<file path="config.mk">
export PLATFORM = sky130hd
export DESIGN_NAME = timer_sched
export DESIGN_NICKNAME = d
export VERILOG_FILES = /design/src/rtl/timer_sched.sv
export SDC_FILE = /design/constraint.sdc
export NUM_CORES = 1
export LEC_CHECK = 0
export BUFFER_PORTS_ARGS = -buffer_cell sky130_fd_sc_hd__clkbuf_2
export CAP_MARGIN = 15
export CORE_MARGIN = 2
export CORE_UTILIZATION = 48
export CTS_CLUSTER_SIZE = 30
export DETAILED_ROUTE_END_ITERATION = 10
export PLACE_DENSITY_LB_ADDON = 0.12
export SETUP_SLACK_MARGIN = 0.1
export SYNTH_ARGS = -nofsm -noshare
export SYNTH_HDL_FRONTEND = slang
export SYNTH_SLANG_ARGS = --single-unit
export TNS_END_PERCENT = 50
</file>
<file path="constraint.sdc">
create_clock -name clk -period 2.8 [get_ports clk]
set_input_delay 0.42 -clock clk [delete_from_list [all_inputs] [get_ports clk]]
set_output_delay 0.42 -clock clk [all_outputs]
set_load 0.005 [all_outputs]
</file>
<file path="src/rtl/timer_sched.sv">
// Shares one timer among four requesters: round-robin grant, program stop + period,
// then wait for a fresh expiry edge and pulse done to the owner.
module timer_sched #(
  parameter logic [4:0] CTRL_ADDR   = 5'b10110,
  parameter logic [4:0] PERIOD_ADDR = 5'b10111
) (
  input  logic         clk,
  input  logic         rst,
  input  logic [3:0]   req,
  input  logic [127:0] req_period,
  input  logic         tmr_flag,
  output logic [3:0]   gnt,
  output logic [3:0]   done,
  output logic         busy,
  output logic         tmr_we,
  output logic [4:0]   tmr_addr,
  output logic [31:0]  tmr_data
);

  typedef enum logic [2:0] {IDLE, WR_CTRL, WR_PER, WAIT, DONE} state_t;

  state_t      r_state, w_state_nxt;
  logic [1:0]  r_ptr, w_ptr_nxt;
  logic [1:0]  r_winner, w_winner_nxt;
  logic [31:0] r_period, w_period_nxt;
  logic        r_flag_q;
  logic [3:0]  r_gnt, w_gnt_nxt;
  logic [3:0]  r_done, w_done_nxt;
  logic        r_busy, w_busy_nxt;
  logic        r_we, w_we_nxt;
  logic [4:0]  r_addr, w_addr_nxt;
  logic [31:0] r_data, w_data_nxt;

  logic        w_found;
  logic [1:0]  w_rr_winner;
  logic [1:0]  w_idx;
  logic [31:0] w_rr_period;
  logic        w_expiry;
  logic        w_win_req;

  always_comb begin
    w_found     = 1'b0;
    w_rr_winner = r_ptr;
    w_idx       = r_ptr;
    for (int k = 0; k < 4; k++) begin
      w_idx = r_ptr + 2'(k);
      if (!w_found && req[w_idx]) begin
        w_found     = 1'b1;
        w_rr_winner = w_idx;
      end
    end
  end

  assign w_rr_period = req_period[{w_rr_winner, 5'd0} +: 32];
  // Only a 0->1 transition seen while waiting counts; a flag left high is stale.
  assign w_expiry    = tmr_flag & ~r_flag_q;
  assign w_win_req   = req[r_winner];

  always_comb begin
    w_state_nxt  = r_state;
    w_ptr_nxt    = r_ptr;
    w_winner_nxt = r_winner;
    w_period_nxt = r_period;
    w_gnt_nxt    = r_gnt;
    w_done_nxt   = 4'b0000;
    w_busy_nxt   = r_busy;
    w_we_nxt     = 1'b0;
    w_addr_nxt   = 5'd0;
    w_data_nxt   = 32'd0;

    case (r_state)
      IDLE: begin
        w_gnt_nxt  = 4'b0000;
        w_busy_nxt = 1'b0;
        if (w_found) begin
          w_winner_nxt = w_rr_winner;
          w_period_nxt = w_rr_period;
          w_ptr_nxt    = w_rr_winner + 2'd1;
          w_gnt_nxt    = 4'b0001 << w_rr_winner;
          w_busy_nxt   = 1'b1;
          w_state_nxt  = (w_rr_period == 32'd0) ? DONE : WR_CTRL;
        end
      end
      WR_CTRL: begin
        if (!w_win_req) begin
          w_state_nxt = IDLE;
          w_gnt_nxt   = 4'b0000;
          w_busy_nxt  = 1'b0;
        end else begin
          w_we_nxt    = 1'b1;
          w_addr_nxt  = CTRL_ADDR;
          w_state_nxt = WR_PER;
        end
      end
      WR_PER: begin
        if (!w_win_req) begin
          w_state_nxt = IDLE;
          w_gnt_nxt   = 4'b0000;
          w_busy_nxt  = 1'b0;
        end else begin
          w_we_nxt    = 1'b1;
          w_addr_nxt  = PERIOD_ADDR;
          w_data_nxt  = r_period;
          w_state_nxt = WAIT;
        end
      end
      WAIT: begin
        // Withdrawal takes priority over a simultaneous expiry.
        if (!w_win_req) begin
          w_state_nxt = IDLE;
          w_gnt_nxt   = 4'b0000;
          w_busy_nxt  = 1'b0;
        end else if (w_expiry) begin
          w_state_nxt = DONE;
        end
      end
      DONE: begin
        w_done_nxt  = 4'b0001 << r_winner;
        w_gnt_nxt   = 4'b0000;
        w_busy_nxt  = 1'b0;
        w_state_nxt = IDLE;
      end
      default: begin
        w_state_nxt = IDLE;
        w_gnt_nxt   = 4'b0000;
        w_busy_nxt  = 1'b0;
      end
    endcase
  end

  always_ff @(posedge clk) begin
    if (!rst) begin
      r_state  <= IDLE;
      r_ptr    <= 2'd0;
      r_winner <= 2'd0;
      r_period <= 32'd0;
      r_flag_q <= 1'b0;
      r_gnt    <= 4'b0000;
      r_done   <= 4'b0000;
      r_busy   <= 1'b0;
      r_we     <= 1'b0;
      r_addr   <= 5'd0;
      r_data   <= 32'd0;
    end else begin
      r_state  <= w_state_nxt;
      r_ptr    <= w_ptr_nxt;
      r_winner <= w_winner_nxt;
      r_period <= w_period_nxt;
      r_flag_q <= tmr_flag;
      r_gnt    <= w_gnt_nxt;
      r_done   <= w_done_nxt;
      r_busy   <= w_busy_nxt;
      r_we     <= w_we_nxt;
      r_addr   <= w_addr_nxt;
      r_data   <= w_data_nxt;
    end
  end

  assign gnt      = r_gnt;
  assign done     = r_done;
  assign busy     = r_busy;
  assign tmr_we   = r_we;
  assign tmr_addr = r_addr;
  assign tmr_data = r_data;

endmodule

</file>
==> results_dict.tcl, run 1 <==
set metrics [dict create \
    status "finished clean" \
    dpl-instance-area_mm2 0.00552 \
    ys_seq_area_frac 0.396 \
    grt_pass1_wl_um 20700 \
    period_minus_slack_ps 2620 \
    min-delay-start "tmr_flag" \
    finalMaxSlewViolations 0 \
    routedWlPerCell_um 15.2 \
    r2r_slack_ps 180 \
    drive_gt1_frac 0.359 \
    leakagePower_uw 0.00268 \
    vias 4787 \
    instances_no_fill 854 \
    min_to "r_flag_q$_SDFF_PN0_" \
    synthesis.area_mm2 0.00424 \
    die_area_mm2 0.00961 \
    period_share 0.935 \
    die-height_um 98.0 \
    cpMaxStageDelayCell "or4_1" \
    crit_path_start_kind "flop" \
    io_buffers 180 \
    avgSynthCellArea_um2 7.69 \
    synth_top_cell_by_area "dfxtp_1" \
    end_kind "flop" \
    clk_latency_ps 360 \
    syn_inst 552 \
    clock-sinks 84 \
    hold_ws_ps 334 \
    initial_core_util 0.491 \
    hold_viol 0 \
    worstRegToRegCells 9 \
    cp_common_cell "nand3_1" \
    pin_count 182 \
    slowest_delay_ps 560 \
    p_total_uw 3800 \
    grt_max_degree 66 \
    num-fill-cells 775 \
    diodes 0 \
    clk_path_buf_depth 2 \
    final-seq-area_mm2 0.00169 \
    cp.arrival_ps 2900 \
    multiInputGateArea_mm2 0.00238 \
    yosys-top-cells-count "nand3_1 (159), dfxtp_1 (84), o21ai_0 (67)" \
    dp.cells 837 \
    antenna_found_initial 0 \
    cts_tree "yes" \
    cts_root_buffer "clkbuf_8" \
    synthArstFlopShare 0 \
    dieWidth_um 98.0 \
    synth_warnings 0 \
    synth.area.top_cells "dfxtp_1 (40%), nand3_1 (19%), o21ai_0 (7.9%)" \
    syn2layout_area_growth_pct 36.3 \
    hold_buffers 0 \
    reg2reg_from "r_ptr[1]$_SDFFE_PN0P_" \
    synth_edf_count 0 \
    gp_congestion 0.893 \
    holdPathStages 2 \
    synth_nets 691 \
    fin_nets 880 \
    clk_pin_slew_worst_paths_ps 80 \
    power.density_mw_per_mm2 657 \
    htree_levels 3 \
    design_area_mm2 0.00579 \
    path_cells "and3b_1, or4_4, buf_12, nand3_1, nand3_1, a22oi_1, nand4_1, or4_1, o22ai_2" \
    grt_use_total 0.265 \
    ir_drop_v 0.000317 \
    synth-seq-cells 84 \
    dominantRegCellSynth "dfxtp_1" \
    cts_made_buffers 9 \
    relSlewSlack 0.362 \
    r2r-end "r_state[2]$_SDFFE_PN0P_" \
    ant_nets 0 \
    rows 34 \
    finalClockSkew_ps 8.35 \
    overflow 0 \
    min_path_type "in2reg" \
    grt_pass1_vias 4298 \
    drt_iter0_markers 382 \
    critPathMaxFanout 32 \
    firstDrtPassIters 5 \
    yosysTopAreaCellShare 0.396 \
    yosys.cell_count.top_type "nand3_1" \
    max_freq_mhz 382 \
    worst_pin_slew_ps 957 \
    dp_hpwl_um 9440 \
    routed_wirelength_um 13000 \
    drc 0 \
    rsz0062_at_grt "false" \
    core_mm2 0.00864 \
    finalSetupViolations 0 \
    vias_per_cell 5.61 \
    critPathRequiredTime_ps 3080 \
    critPathKind "reg2reg" \
    yosysUniqueCellTypes 35 \
    drv_cap 0 \
]
-- worst max-delay path, delay by kind of cell, from the launching register on --
kind	cells	cell delay [ps]
flip-flops	1	370
AND/OR/NAND/NOR	6	1640
buffers and inverters	1	200
AO/OA/AOI/OAI	2	320
-- metal layers --
metal,vias up,track usage,part of all wire
li1,2338,-,-
met1,2187,0.367,0.44
met2,238,0.426,0.47
met3,24,0.0472,0.081
met4,0,0.0737,0.015
met5,-,0,0
-- area by class of cell --
cell class	instances	share of cell area
clock buffer	10	0.0221
clock inverter	6	0.0123
inverter	5	0.00324
multi-input combinational	410	0.411
sequential	84	0.292
tap	108	0.0234
timing repair buffer	231	0.236
-- layout by cell type (no fill, tap or decap), types with 2 or more instances in the layout --
cell type / n
nand3_2: 3
dfxtp_1: 82
inv_1: 4
clkbuf_2: 180
ha_1: 4
and2_1: 34
nand4_1: 4
clkbuf_8: 9
nor2b_1: 11
o21ai_0: 66
nand3_1: 159
buf_12: 5
inv_6: 2
a22oi_2: 6
buf_4: 45
nand2_1: 39
a22oi_1: 14
a21boi_0: 33
and3b_1: 2
clkinvlp_4: 2
nor3_1: 4
a21oi_1: 4
nor2_1: 8
-- worst max path at each step --
stage	from	end	slack, ps	cells after the start
floorplan	req[3]	r_state[2]$_SDFFE_PN0P_	250	11
global placement	req[0]	r_state[2]$_SDFFE_PN0P_	-100	10
detailed placement	req[0]	r_state[2]$_SDFFE_PN0P_	-140	10
CTS	r_ptr[0]$_SDFFE_PN0P_	r_state[2]$_SDFFE_PN0P_	190	9
global route	r_ptr[1]$_SDFFE_PN0P_	r_state[2]$_SDFFE_PN0P_	100	9
finish	r_ptr[1]$_SDFFE_PN0P_	r_state[2]$_SDFFE_PN0P_	180	9
-- registers in the layout, indices dropped and copies added (netlist names) --
register and flops:
gnt 4, r_winner 2, r_flag_q 1, r_ptr 2, busy 1, r_period 32
r_state 3, done 4, tmr_we 1, tmr_data 32, tmr_addr 2
-- report_power, final --
part	switching (uW)	internal, uW	total, uW
sequential	84.1	1340	1420
combinational	857	652	1510
clock	449	420	870
-- logic make-up (layout without fill, tap and decap cells) --
| kind of cell | count (synthesis) | after routing | synth area share |
|---|---|---|---|
| other | 1 | 1 | 0.000884 |
| adder cells (fa/ha/maj) | 4 | 4 | 0.0118 |
| AO/OA/AOI/OAI | 130 | 130 | 0.189 |
| AND/OR/NAND/NOR | 273 | 273 | 0.332 |
| multiplexers | 1 | 1 | 0.00531 |
| XOR/XNOR | 1 | 1 | 0.00206 |
| flip-flops | 84 | 84 | 0.396 |
| buffers and inverters | 58 | 252 | 0.0628 |
-- repair_timing --
action                     in CTS  in global routing
pin swaps                       0                  1
gates resized for setup         3                 10
gates cloned                    1                  0
setup endpoints to repair       2                  2
buffers inserted                0                  0
-- through the flow --
stage	util	worst slack (ps)	TNS (ps)
after global placement	0.639	-98.9	-113
after floorplan	-	248	0
after detailed placement	0.639	-141	-188
after global routing	0.670	99.3	0
after CTS	0.666	190	0
final	0.670	182	0
(Power assumes the default switching activity.)
==> inputs of run 2 (changes only) <==
- CORE_ASPECT_RATIO: not set -> 1.4
==> results_dict.tcl, run 2 (synthesis gave the netlist of run 1 again) <==
set metrics [dict create \
    syn2layout_area_growth_pct 39.6 \
    max_freq_mhz 386 \
    drv_cap 0 \
    m1WireLength_um 5600 \
    critPathMaxFanout 42 \
    initial_core_util 0.493 \
    end_kind "flop" \
    rsz0062_at_grt "true" \
    rows 40 \
    finalSetupViolations 0 \
    clock-sinks 84 \
    min_path_type "in2reg" \
    routed_wirelength_um 13600 \
    critPathKind "reg2reg" \
    antenna_found_initial 0 \
    drt_iter0_markers 279 \
    ant_nets 0 \
    ir_drop_v 0.000546 \
    worst_pin_slew_ps 757 \
    crit_buf_inv 1 \
    status "finished clean" \
    clk_path_buf_depth 2 \
    dp_hpwl_um 10100 \
    hold_ws_ps 317 \
    core_mm2 0.00861 \
    cp_common_cell "nand3_1" \
    clk_latency_ps 340 \
    vias 4812 \
    grt_pass1_vias 4427 \
    period_share 0.925 \
    finalMaxSlewViolations 0 \
    path_cells "and3b_1, or4_4, buf_12, nand3_1, nand3_1, a22oi_1, nand4_1, or4_1, o22ai_2" \
    die_area_mm2 0.00962 \
    period_minus_slack_ps 2590 \
    overflow 0 \
    diodes 0 \
    power.density_mw_per_mm2 680 \
    firstDrtPassIters 6 \
    relSlewSlack 0.494 \
    cp_top_family "simple AND/OR/NAND/NOR gates" \
    mostFrequentLayoutCell "clkbuf_2" \
    hold_buffers 0 \
    dp.cells 843 \
    drc 0 \
    multiInputGateArea_mm2 0.00237 \
    die-height_um 115 \
    top_layer "met4" \
    routedWlPerCell_um 15.7 \
    grt_max_degree 49 \
    finalClockSkew_ps 7.70 \
    num-fill-cells 761 \
    hold_viol 0 \
    io_buffers 180 \
    final-seq-area_mm2 0.00168 \
    htree_levels 3 \
    cpMaxStageDelayCell "or4_1" \
    instances_no_fill 861 \
    leakagePower_uw 0.00276 \
    cts_made_buffers 9 \
    p_total_uw 4030 \
    dieWidth_um 83.5 \
    crit_path_start_kind "flop" \
    critPathRequiredTime_ps 3070 \
    grt_use_total 0.278 \
    grt_pass1_wl_um 21400 \
    wl_met2_um 6780 \
    cts_tree "yes" \
    pin_count 182 \
    clk_pin_slew_worst_paths_ps 60 \
    gp_congestion 0.863 \
    cp.arrival_ps 2860 \
    slowest_delay_ps 570 \
    drive_gt1_frac 0.362 \
    cts_root_buffer "clkbuf_16" \
    wl_met3_um 772 \
    fin_nets 890 \
    final_cell_mix "clkbuf_2 (180), nand3_1 (158), dfxtp_1 (83)" \
    vias_per_cell 5.59 \
]
==> run 2: cell types whose count changed in the layout (fill, tap and decap cells not counted), moves of 2 or more <==
cell	delta
a22oi_1	+5
a22oi_2	-5
buf_4	+7
buf_6	+2
clkbuf_16	+9
clkbuf_8	-9
==> run 2: timing repair <==
item | in CTS | in global routing
endpoints found under the setup margin | 2 | 2
pin swaps | 1 | 2
setup buffers | 1 | 0
cloned | 0 | 0
resized for setup | 2 | 8
==> run 2: layout make-up <==
cell class	count	share of cell area
clock buffers	10	0.0386
clock inverters	6	0.00823
inverters	5	0.00317
multi-input cells	410	0.399
flip-flops and latches	84	0.284
well taps	105	0.0222
repair buffers	241	0.245
==> run 2: final timing paths <==
kind | startpoint | to | slack [ps] | cells after the start
worst max-delay path | r_ptr[1]$_SDFFE_PN0P_ | r_state[2]$_SDFFE_PN0P_ | 210 | 9
worst min register to register | r_period[24]$_SDFFE_PN0P_ | tmr_data[24]$_SDFF_PN0_ | 450 | 1
worst min-delay path | tmr_flag | r_flag_q$_SDFF_PN0_ | 320 | 2
worst max register to register | r_ptr[1]$_SDFFE_PN0P_ | r_state[2]$_SDFFE_PN0P_ | 210 | 9
==> run 2: power by group <==
group | internal [uW] | total [uW] | switching [uW]
clock network | 608 | 1090 | 485
registers | 1340 | 1420 | 79.1
logic | 674 | 1520 | 845
==> run 2: layer usage <==
| metal | vias up | track usage |
|---|---|---|
| met5 | - | 0 |
| met4 | 0 | 0.106 |
| met3 | 28 | 0.0474 |
| met2 | 205 | 0.467 |
| met1 | 2215 | 0.360 |
| li1 | 2364 | - |
==> run 2: stage by stage <==
step / utilization / setup WS [ps] / cell area, um2 / setup TNS, ps
6_report: 0.688 / 209 / 5930 / 0
5_1_grt: 0.688 / 95.9 / 5930 / 0
4_1_cts: 0.683 / 122 / 5880 / 0
3_5_place_dp: 0.650 / -220 / 5590 / -284
3_3_place_gp: 0.650 / -198 / 5590 / -216
2_1_floorplan: - / 248 / 4240 / 0
